## src/rtl/alu_unit.sv

```systemverilog
// Multi-cycle ALU: single-cycle EXEC path for logic/arith ops, optional shift-add multiplier.
// Define ALU_MUL_EN to build the multiplier (op 111); otherwise op 111 yields zero in EXEC.
module alu_unit #(
   parameter int WIDTH = 16
) (
   input  logic             clk,
   input  logic             rst,
   input  logic [WIDTH-1:0] a_in,
   input  logic [WIDTH-1:0] b_in,
   input  logic [2:0]       op,
   input  logic             alu_start,
   input  logic             alu_out_en,
   output logic [WIDTH-1:0] bus_out,
   output logic [WIDTH-1:0] result,
   output logic             busy,
   output logic             done,
   output logic [3:0]       flags
);

   localparam int CW = $clog2(WIDTH + 1);

   typedef enum logic [1:0] {IDLE, EXEC, MUL, DONE} state_t;

   state_t           state_q, state_d;
   logic [WIDTH-1:0] opA_q, opA_d;
   logic [WIDTH-1:0] opB_q, opB_d;
   logic [2:0]       opCode_q, opCode_d;
   logic [CW-1:0]    cnt_q, cnt_d;
   logic [WIDTH-1:0] result_q, result_d;
   logic [3:0]       flags_q, flags_d;

   logic [WIDTH-1:0] execRes;
   logic             execC;
   logic             execV;
   logic [WIDTH:0]   addW;
   logic [WIDTH:0]   subW;

`ifdef ALU_MUL_EN
   logic [2*WIDTH-1:0] prod_q, prod_d;
   logic [WIDTH:0]     mulSum;
`endif

   // Single-cycle datapath on the latched operands; carry of SUB is NOT borrow.
   always_comb begin
      addW    = {1'b0, opA_q} + {1'b0, opB_q};
      subW    = {1'b0, opA_q} - {1'b0, opB_q};
      execRes = '0;
      execC   = 1'b0;
      execV   = 1'b0;
      case (opCode_q)
         3'b000: begin
            execRes = addW[WIDTH-1:0];
            execC   = addW[WIDTH];
            execV   = (opA_q[WIDTH-1] == opB_q[WIDTH-1]) && (execRes[WIDTH-1] != opA_q[WIDTH-1]);
         end
         3'b001: begin
            execRes = subW[WIDTH-1:0];
            execC   = ~subW[WIDTH];
            execV   = (opA_q[WIDTH-1] != opB_q[WIDTH-1]) && (execRes[WIDTH-1] != opA_q[WIDTH-1]);
         end
         3'b010: execRes = opA_q & opB_q;
         3'b011: execRes = opA_q | opB_q;
         3'b100: execRes = opA_q ^ opB_q;
         3'b101: begin
            execRes = {opA_q[WIDTH-2:0], 1'b0};
            execC   = opA_q[WIDTH-1];
         end
         3'b110: begin
            execRes = {1'b0, opA_q[WIDTH-1:1]};
            execC   = opA_q[0];
         end
         default: execRes = '0;
      endcase
   end

`ifdef ALU_MUL_EN
   // Shift-add step: high half accumulates A when the current multiplier bit is set.
   always_comb begin
      mulSum = {1'b0, prod_q[2*WIDTH-1:WIDTH]} + (prod_q[0] ? {1'b0, opA_q} : '0);
   end
`endif

   // Next-state and register updates; result/flags change only on completion.
   always_comb begin
      state_d  = state_q;
      opA_d    = opA_q;
      opB_d    = opB_q;
      opCode_d = opCode_q;
      cnt_d    = cnt_q;
      result_d = result_q;
      flags_d  = flags_q;
`ifdef ALU_MUL_EN
      prod_d   = prod_q;
`endif
      case (state_q)
         IDLE: begin
            if (alu_start) begin
               opA_d    = a_in;
               opB_d    = b_in;
               opCode_d = op;
               cnt_d    = '0;
               state_d  = EXEC;
`ifdef ALU_MUL_EN
               if (op == 3'b111) begin
                  state_d = MUL;
                  prod_d  = {{WIDTH{1'b0}}, b_in};
               end
`endif
            end
         end
         EXEC: begin
            result_d = execRes;
            flags_d  = {(execRes == '0), execC, execRes[WIDTH-1], execV};
            state_d  = DONE;
         end
         MUL: begin
`ifdef ALU_MUL_EN
            if (cnt_q == CW'(WIDTH)) begin
               result_d = prod_q[WIDTH-1:0];
               flags_d  = {(prod_q[WIDTH-1:0] == '0), (prod_q[2*WIDTH-1:WIDTH] != '0),
                           prod_q[WIDTH-1], 1'b0};
               state_d  = DONE;
            end else begin
               prod_d = {mulSum, prod_q[WIDTH-1:1]};
               cnt_d  = cnt_q + CW'(1);
            end
`else
            state_d = IDLE;
`endif
         end
         DONE:    state_d = IDLE;
         default: state_d = IDLE;
      endcase
   end

   always_ff @(posedge clk or posedge rst) begin
      if (rst) begin
         state_q  <= IDLE;
         opA_q    <= '0;
         opB_q    <= '0;
         opCode_q <= '0;
         cnt_q    <= '0;
         result_q <= '0;
         flags_q  <= '0;
`ifdef ALU_MUL_EN
         prod_q   <= '0;
`endif
      end else begin
         state_q  <= state_d;
         opA_q    <= opA_d;
         opB_q    <= opB_d;
         opCode_q <= opCode_d;
         cnt_q    <= cnt_d;
         result_q <= result_d;
         flags_q  <= flags_d;
`ifdef ALU_MUL_EN
         prod_q   <= prod_d;
`endif
      end
   end

   assign result  = result_q;
   assign flags   = flags_q;
   assign busy    = (state_q != IDLE);
   assign done    = (state_q == DONE);
   assign bus_out = alu_out_en ? result_q : '0;

endmodule

```

## config.mk

```make
export PLATFORM = sky130hd
export DESIGN_NAME = alu_unit
export DESIGN_NICKNAME = d
export VERILOG_FILES = /design/src/rtl/alu_unit.sv
export SDC_FILE = /design/constraint.sdc
export NUM_CORES = 1
export LEC_CHECK = 0
export ABC_AREA = 1
export CAP_MARGIN = 5
export CORE_AREA = 3 3 78 136
export CTS_BUF_LIST = sky130_fd_sc_hd__clkbuf_8 sky130_fd_sc_hd__clkbuf_16
export CTS_CLUSTER_DIAMETER = 30
export DETAILED_ROUTE_END_ITERATION = 16
export DIE_AREA = 0 0 81 139
export MAX_ROUTING_LAYER = met4
export PLACE_DENSITY_LB_ADDON = 0.3
export SLEW_MARGIN = 25
export SYNTH_ARGS = -nofsm -noshare
export SYNTH_HDL_FRONTEND = slang
export SYNTH_SLANG_ARGS = --single-unit
export TNS_END_PERCENT = 50
```

## constraint.sdc

```tcl
create_clock -name clk -period 2.4 [get_ports clk]
set_clock_uncertainty 0.1 [all_clocks]
set_input_delay 0.24 -clock clk [delete_from_list [all_inputs] [get_ports clk]]
set_output_delay 0.24 -clock clk [all_outputs]
set_load 0.005 [all_outputs]
```

==> impl_metrics.env, run 1 <==
export IMPL_initial_core_util=0.548
export IMPL_drtIter0Drc=301
export IMPL_die_x_um=81
export IMPL_antenna_found_initial=0
export IMPL_cp_required_ps=2540
export IMPL_syn_area_per_cell_um2=6.36
export IMPL_instances_no_fill=1081
export IMPL_timing_final_ws_setup_ps=76.7
export IMPL_synth_compound_area_share=0.112
export IMPL_avgViaCountPerCell=5.26
export IMPL_finalHoldViolations=0
export IMPL_rows=48
export IMPL_ir_drop_v=0.000909
export IMPL_grt_max_degree=56
export IMPL_grt_pass1_wl_mm=24.9
export IMPL_max_slew_margin=0.621
export IMPL_tightest_slew_ps=567
export IMPL_synth_xor_area_frac=0.00329
export IMPL_antenna_left=0
export IMPL_rsz0062_at_grt="true"
export IMPL_synth_flop_cell="dfrtp_1"
export IMPL_p_sw_w=0.00587
export IMPL_p_sw_frac=0.521
export IMPL_overflow=0
export IMPL_synth_cells=838
export IMPL_ys_seq_area_frac=0.263
export IMPL_startpoint_type="flop"
export IMPL_clk_pin_slew_worst_paths_ps=70
export IMPL_io_buffers=76
export IMPL_synthDistinctLibCells=33
export IMPL_die_h_um=139
export IMPL_layout_drive_gt1_share=0.123
export IMPL_top_layer_used="met4"
export IMPL_synth_top_family_by_area="simple AND/OR/NAND/NOR gates"
export IMPL_synth_simple_area_share=0.355
export IMPL_wl_met1_mm=6.21
export IMPL_synth_edf_count=0
export IMPL_cap_violations=0
export IMPL_clock_latency_ps=300
export IMPL_die_area_mm2=0.0113
export IMPL_p_comb_frac=0.775
export IMPL_final_cell_mix="nand2_1 (230), inv_1 (131), nor2_1 (104)"
export IMPL_clockPowerShare=0.074
export IMPL_dr_pass1_iters=5
export IMPL_fin_setup_tns_ps=0
export IMPL_h_tree_depth=2
export IMPL_nets=1046
export IMPL_wl_met3_um=684
export IMPL_yosysTopAreaCellShare=0.263
export IMPL_max_freq_ghz=0.430
export IMPL_endpoint_kind="flop"
export IMPL_synth_area_top_cells="dfrtp_1 (26%), nand2_1 (16%), ha_1 (12%)"
export IMPL_grt_usage=0.288
export IMPL_regArea_mm2=0.00140
export IMPL_gp_congestion=1.02
export IMPL_antenna_cells=0
export IMPL_cts_inserted_buffers=5
export IMPL_syn_nets=929
export IMPL_dp_slack_ps=22.4
export IMPL_postRouteWirelength_mm=15.6
export IMPL_arrival_ps=2470
export IMPL_yosysWarnings=0
export IMPL_core_area_mm2=0.00973
export IMPL_hold_class="primary input to async pin"
export IMPL_status="complete, no violations"
export IMPL_synth_top_area_cell="dfrtp_1"
export IMPL_period_share=0.968
export IMPL_period_needed_ps=2320
export IMPL_layout_commonest_cell="nand2_1"
export IMPL_cts_tree="yes"
export IMPL_final_util=0.704
export IMPL_dp_hpwl_mm=12.8
export IMPL_synthAdderAreaFrac=0.125
export IMPL_drv_slew=0
export IMPL_async_flop_share=1.00
export IMPL_avgRoutedWirePerCell_um=14.4
export IMPL_p_per_area_mw_per_mm2=1650
export IMPL_seq_power_share=0.152
export IMPL_p_int_w=0.00541
export IMPL_wl_met2_mm=8.16
export IMPL_ctsRootBufferMaster="clkbuf_16"
export IMPL_syn_to_final_growth_pct=28.6
export IMPL_yosys_register_bits=56
export IMPL_synth_area_mm2=0.00533
export IMPL_drc=0
export IMPL_multiInputGateArea_mm2=0.00334
export IMPL_clock_sinks=56
export IMPL_num_vias=5690
export IMPL_path_class="flop to flop"
export IMPL_setup_viol=0
export IMPL_fillCellCount=877
export IMPL_cts_buffer_depth=2
export IMPL_io_pins=77
export IMPL_dp_cells=1072
export IMPL_hold_buffers=0
export IMPL_crit_fanout=3
export IMPL_p_leak_nw=3.69
export IMPL_synth_mux_area_fraction=0
export IMPL_grt_pass1_vias=5434
-- power by group through the flow --
| stage | logic (W) | registers [W] | clock network, W |
|---|---|---|---|
| floorplan | 0.00546 | 0.00169 | 0 |
| global placement | 0.00810 | 0.00170 | 0 |
| detailed placement | 0.00816 | 0.00173 | 0 |
| CTS | 0.00821 | 0.00171 | 0.000846 |
| global route | 0.00973 | 0.00176 | 0.000883 |
| finish | 0.00874 | 0.00171 | 0.000833 |
-- sequential cells by signal, summed over array words and instances (netlist names) --
name and cells:
opA_q 16, opCode_q 3, flags 4, state_q 2, result 15, opB_q 16
-- cell usage after synthesis, types with 2 or more instances --
library cell	count
ha_1	50
nor2_2	2
o21bai_1	8
nand3b_1	2
inv_1	132
inv_2	3
clkbuf_1	11
nor2_1	111
and2_1	2
fa_1	2
a211oi_1	3
o22ai_1	17
buf_6	10
buf_4	11
a21oi_1	57
nand3_2	2
o211ai_1	3
nand4_1	15
nand3_1	77
dfrtp_1	56
o21ai_0	14
nor3_1	7
xor2_1	2
nand2_1	232
-- final timing paths --
check | from | endpoint | slack, ps | depth (start not counted)
worst max-delay path | opB_q[0]$_DFFE_PP0P_ | flags[3]$_DFFE_PP0P_ | 80 | 15
worst min-delay path | rst | result[7]$_DFFE_PP0P_ | 110 | 2
worst max register to register | opB_q[0]$_DFFE_PP0P_ | flags[3]$_DFFE_PP0P_ | 80 | 15
worst min register to register | state_q[1]$_DFFE_PP0P_ | state_q[0]$_DFFE_PP0P_ | 380 | 1
max in group asynchronous | rst | opB_q[10]$_DFFE_PP0P_ | 1460 | 3
min in group clk | state_q[1]$_DFFE_PP0P_ | state_q[0]$_DFFE_PP0P_ | 380 | 1
-- per-layer routing --
layer	vias up	track usage
li1	2871	-
met1	2587	0.321
met2	197	0.513
met3	35	0.0241
met4	0	0.115
met5	-	-
-- cells by family (layout without fill, tap and decap cells) --
group / count (synthesis) / in the layout
buf+inv: 169 / 287
simple gates: 453 / 453
flops: 56 / 56
xor+xnor: 2 / 2
compound gates: 106 / 106
fa+ha+maj: 52 / 52
-- layout make-up --
class,instances,share of cell area
multi-input combinational,613,0.487
sequential,56,0.205
timing repair buffer,143,0.186
inverter,136,0.0749
tap,125,0.0228
clock buffer,5,0.0183
clock inverter,3,0.00566
-- what timing repair did --
| item | 4_1_cts | 5_1_grt |
|---|---|---|
| setup buffers | 0 | 1 |
| pin swaps | 0 | 5 |
| setup endpoints to repair | 1 | 9 |
| endpoints found under the hold margin | 0 | 0 |
| resized for setup | 1 | 37 |
-- critical path, stage by stage, from the launching register on --
cell and delay, ps:
dfrtp_1 410, ha_2 200, fa_1 390, inv_2 90, nand2_1 80, nand2_1 100, nand2_1 80, nand2_1 100
nand2_1 50, nand3_1 70, nand3_2 90, nor2_1 110, nand3_1 120, nor2_1 120, nand3_1 70, nand2_1 60
-- stage by stage --
step / cell area (um2) / hold WS (ps) / power (W)
floorplan: 5330 / 270 / 0.00715
global placement: 6510 / 366 / 0.00980
detailed placement: 6510 / 372 / 0.00989
CTS: 6680 / 118 / 0.0108
global route: 6850 / 148 / 0.0124
finish: 6850 / 109 / 0.0113
Note: power is estimated with default switching activity, not from simulation.
==> run 2, diff against run 1 <==
--- a/config.mk
+++ b/config.mk
@@ -8,9 +8,8 @@
 export ABC_AREA = 1
 export CAP_MARGIN = 5
-export CORE_AREA = 3 3 78 136
+export CORE_AREA = 4 4 79 137
 export CTS_BUF_LIST = sky130_fd_sc_hd__clkbuf_8 sky130_fd_sc_hd__clkbuf_16
-export CTS_CLUSTER_DIAMETER = 30
 export DETAILED_ROUTE_END_ITERATION = 16
-export DIE_AREA = 0 0 81 139
+export DIE_AREA = 0 0 83 141
 export MAX_ROUTING_LAYER = met4
 export PLACE_DENSITY_LB_ADDON = 0.3
==> constraint.sdc (replaced) <==
create_clock -name clk -period 2.4 [get_ports clk]
set_clock_uncertainty 0.1 [all_clocks]
set_input_delay 0.6 -clock clk [delete_from_list [all_inputs] [get_ports clk]]
set_output_delay 0.6 -clock clk [all_outputs]
set_load 0.005 [all_outputs]
==> impl_metrics.env, run 2 (synthesis results as in run 1) <==
export IMPL_period_needed_ps=2360
export IMPL_drc=0
export IMPL_cts_inserted_buffers=5
export IMPL_die_h_um=141
export IMPL_clock_sinks=56
export IMPL_overflow=0
export IMPL_antenna_cells=0
export IMPL_die_x_um=83
export IMPL_num_vias=5789
export IMPL_rows=48
export IMPL_dp_hpwl_mm=12.2
export IMPL_dp_cells=1087
export IMPL_drv_slew=0
export IMPL_h_tree_depth=2
export IMPL_initial_core_util=0.548
export IMPL_layout_drive_gt1_share=0.143
export IMPL_max_freq_ghz=0.424
export IMPL_final_cell_mix="nand2_1 (228), inv_1 (128), nor2_1 (105)"
export IMPL_nets=1063
export IMPL_status="complete, no violations"
export IMPL_cp_slowest_stage_delay_ps=420
export IMPL_cts_tree="yes"
export IMPL_crit_top_cell="nand3_1"
export IMPL_die_area_mm2=0.0117
export IMPL_cap_violations=0
export IMPL_crit_chain="ha_2 -> fa_2 -> or2_2 -> nand3_1 -> nand3_1 -> nor2_2 -> nand3_1 -> nor2_1 -> nand3_1 -> nor2_1 -> nand3_1 -> nand2_1"
export IMPL_core_area_mm2=0.00973
export IMPL_period_share=0.983
export IMPL_grt_max_degree=57
export IMPL_max_slew_margin=0.604
export IMPL_io_pins=77
export IMPL_antenna_left=0
export IMPL_grt_pass1_vias=5446
export IMPL_avgViaCountPerCell=5.27
export IMPL_grt_usage=0.263
export IMPL_startpoint_type="flop"
export IMPL_setup_viol=0
export IMPL_r2r_start="opB_q[0]$_DFFE_PP0P_"
export IMPL_rsz0062_at_grt="true"
export IMPL_layout_commonest_cell="nand2_1"
export IMPL_power_total_w=0.0114
export IMPL_p_per_area_mw_per_mm2=1620
export IMPL_grt_pass1_wl_mm=24.7
export IMPL_io_buffers=76
export IMPL_drtIter0Drc=418
export IMPL_cp_startpoint="opB_q[0]$_DFFE_PP0P_"
export IMPL_clock_latency_ps=300
export IMPL_finalHoldViolations=0
export IMPL_path_class="flop to flop"
export IMPL_worst_path_max_delay_cell="dfrtp_1"
export IMPL_hold_class="flop to flop"
export IMPL_gp_congestion=0.954
export IMPL_cts_buffer_depth=2
export IMPL_ctsRootBufferMaster="clkbuf_16"
export IMPL_tightest_slew_ps=594
export IMPL_final_util=0.718
export IMPL_cp_required_ps=2530
export IMPL_p_leak_nw=3.80
export IMPL_crit_fanout=3
export IMPL_clk_pin_slew_worst_paths_ps=70
export IMPL_antenna_found_initial=0
export IMPL_avgRoutedWirePerCell_um=13.9
export IMPL_arrival_ps=2490
export IMPL_worstHoldStart="flags[0]$_DFFE_PP0P_"
export IMPL_ir_drop_v=0.000979
export IMPL_hold_buffers=0
export IMPL_instances_no_fill=1098
export IMPL_syn_to_final_growth_pct=31.1
export IMPL_dr_pass1_iters=5
export IMPL_postRouteWirelength_mm=15.2
export IMPL_endpoint_kind="flop"
run 2: cell count changes in the layout (fill, tap and decap cells not counted), sizes merged:
cell,before,now
dlymetal6s2s,0,2
clkbuf,5,6
inv,137,138
clkinv,1,0
buf,67,84
bufbuf,0,1
bufinv,1,0
clkdlybuf4s50,76,73
run 2: worst paths after layout:
path	slack (ps)	depth (start not counted)	end
max	40	12	flags[3]$_DFFE_PP0P_
min	380	2	flags[0]$_DFFE_PP0P_
max reg2reg	40	12	flags[3]$_DFFE_PP0P_
min reg2reg	380	2	flags[0]$_DFFE_PP0P_
max in group asynchronous	1340	3	opB_q[2]$_DFFE_PP0P_
min in group asynchronous	570	3	opB_q[1]$_DFFE_PP0P_
run 2: cell type report:
class | instances | area, um2
fillers | 851 | 2740
clock buffers | 6 | 139
multi-input cells | 613 | 3310
repair buffers | 160 | 1450
clock inverters | 2 | 7.51
well taps | 125 | 156
inverters | 136 | 513
flip-flops and latches | 56 | 1400
run 2: per-stage QoR:
| step | hold slack, ps | TNS (ps) | instance area, um2 | setup slack, ps |
|---|---|---|---|---|
| 4_1_cts | 389 | 0 | 6850 | 2.72 |
| 2_1_floorplan | 346 | 0 | 5330 | 259 |
| 3_5_place_dp | 371 | -2300 | 6650 | -173 |
| 5_1_grt | 419 | -131 | 6990 | -96.7 |
| 3_3_place_gp | 364 | -2000 | 6650 | -131 |
| 6_report | 382 | 0 | 6990 | 40.2 |
run 2: what timing repair did:
item,CTS,global route
resized for setup,10,37
pin swaps,0,8
setup buffers,0,2
cloned,1,0
endpoints found under the setup margin,17,12
run 2: critical path: cells and delay by family, from the launching register on:
| kind | cells | cell delay, ps |
|---|---|---|
| DFF | 1 | 420 |
| adders and majority gates | 2 | 600 |
| and+or+nand+nor | 10 | 1180 |
run 2: report_power, final:
part | total, W | switching (W) | leakage [nW] | internal [W]
clock network | 0.000736 | 0.000327 | 0.0795 | 0.000409
logic | 0.00890 | 0.00515 | 3.08 | 0.00375
registers | 0.00171 | 0.000329 | 0.641 | 0.00138
total | 0.0114 | 0.00581 | 3.80 | 0.00554
run 2: routing by layer:
| metal | vias to the layer above | GRT usage | part of all wire |
|---|---|---|---|
| met2 | 178 | 0.475 | 0.53 |
| met3 | 39 | 0.0269 | 0.042 |
| met1 | 2665 | 0.294 | 0.40 |
| met5 | - | - | 0 |
| li1 | 2907 | - | - |
| met4 | 0 | 0.106 | 0.035 |
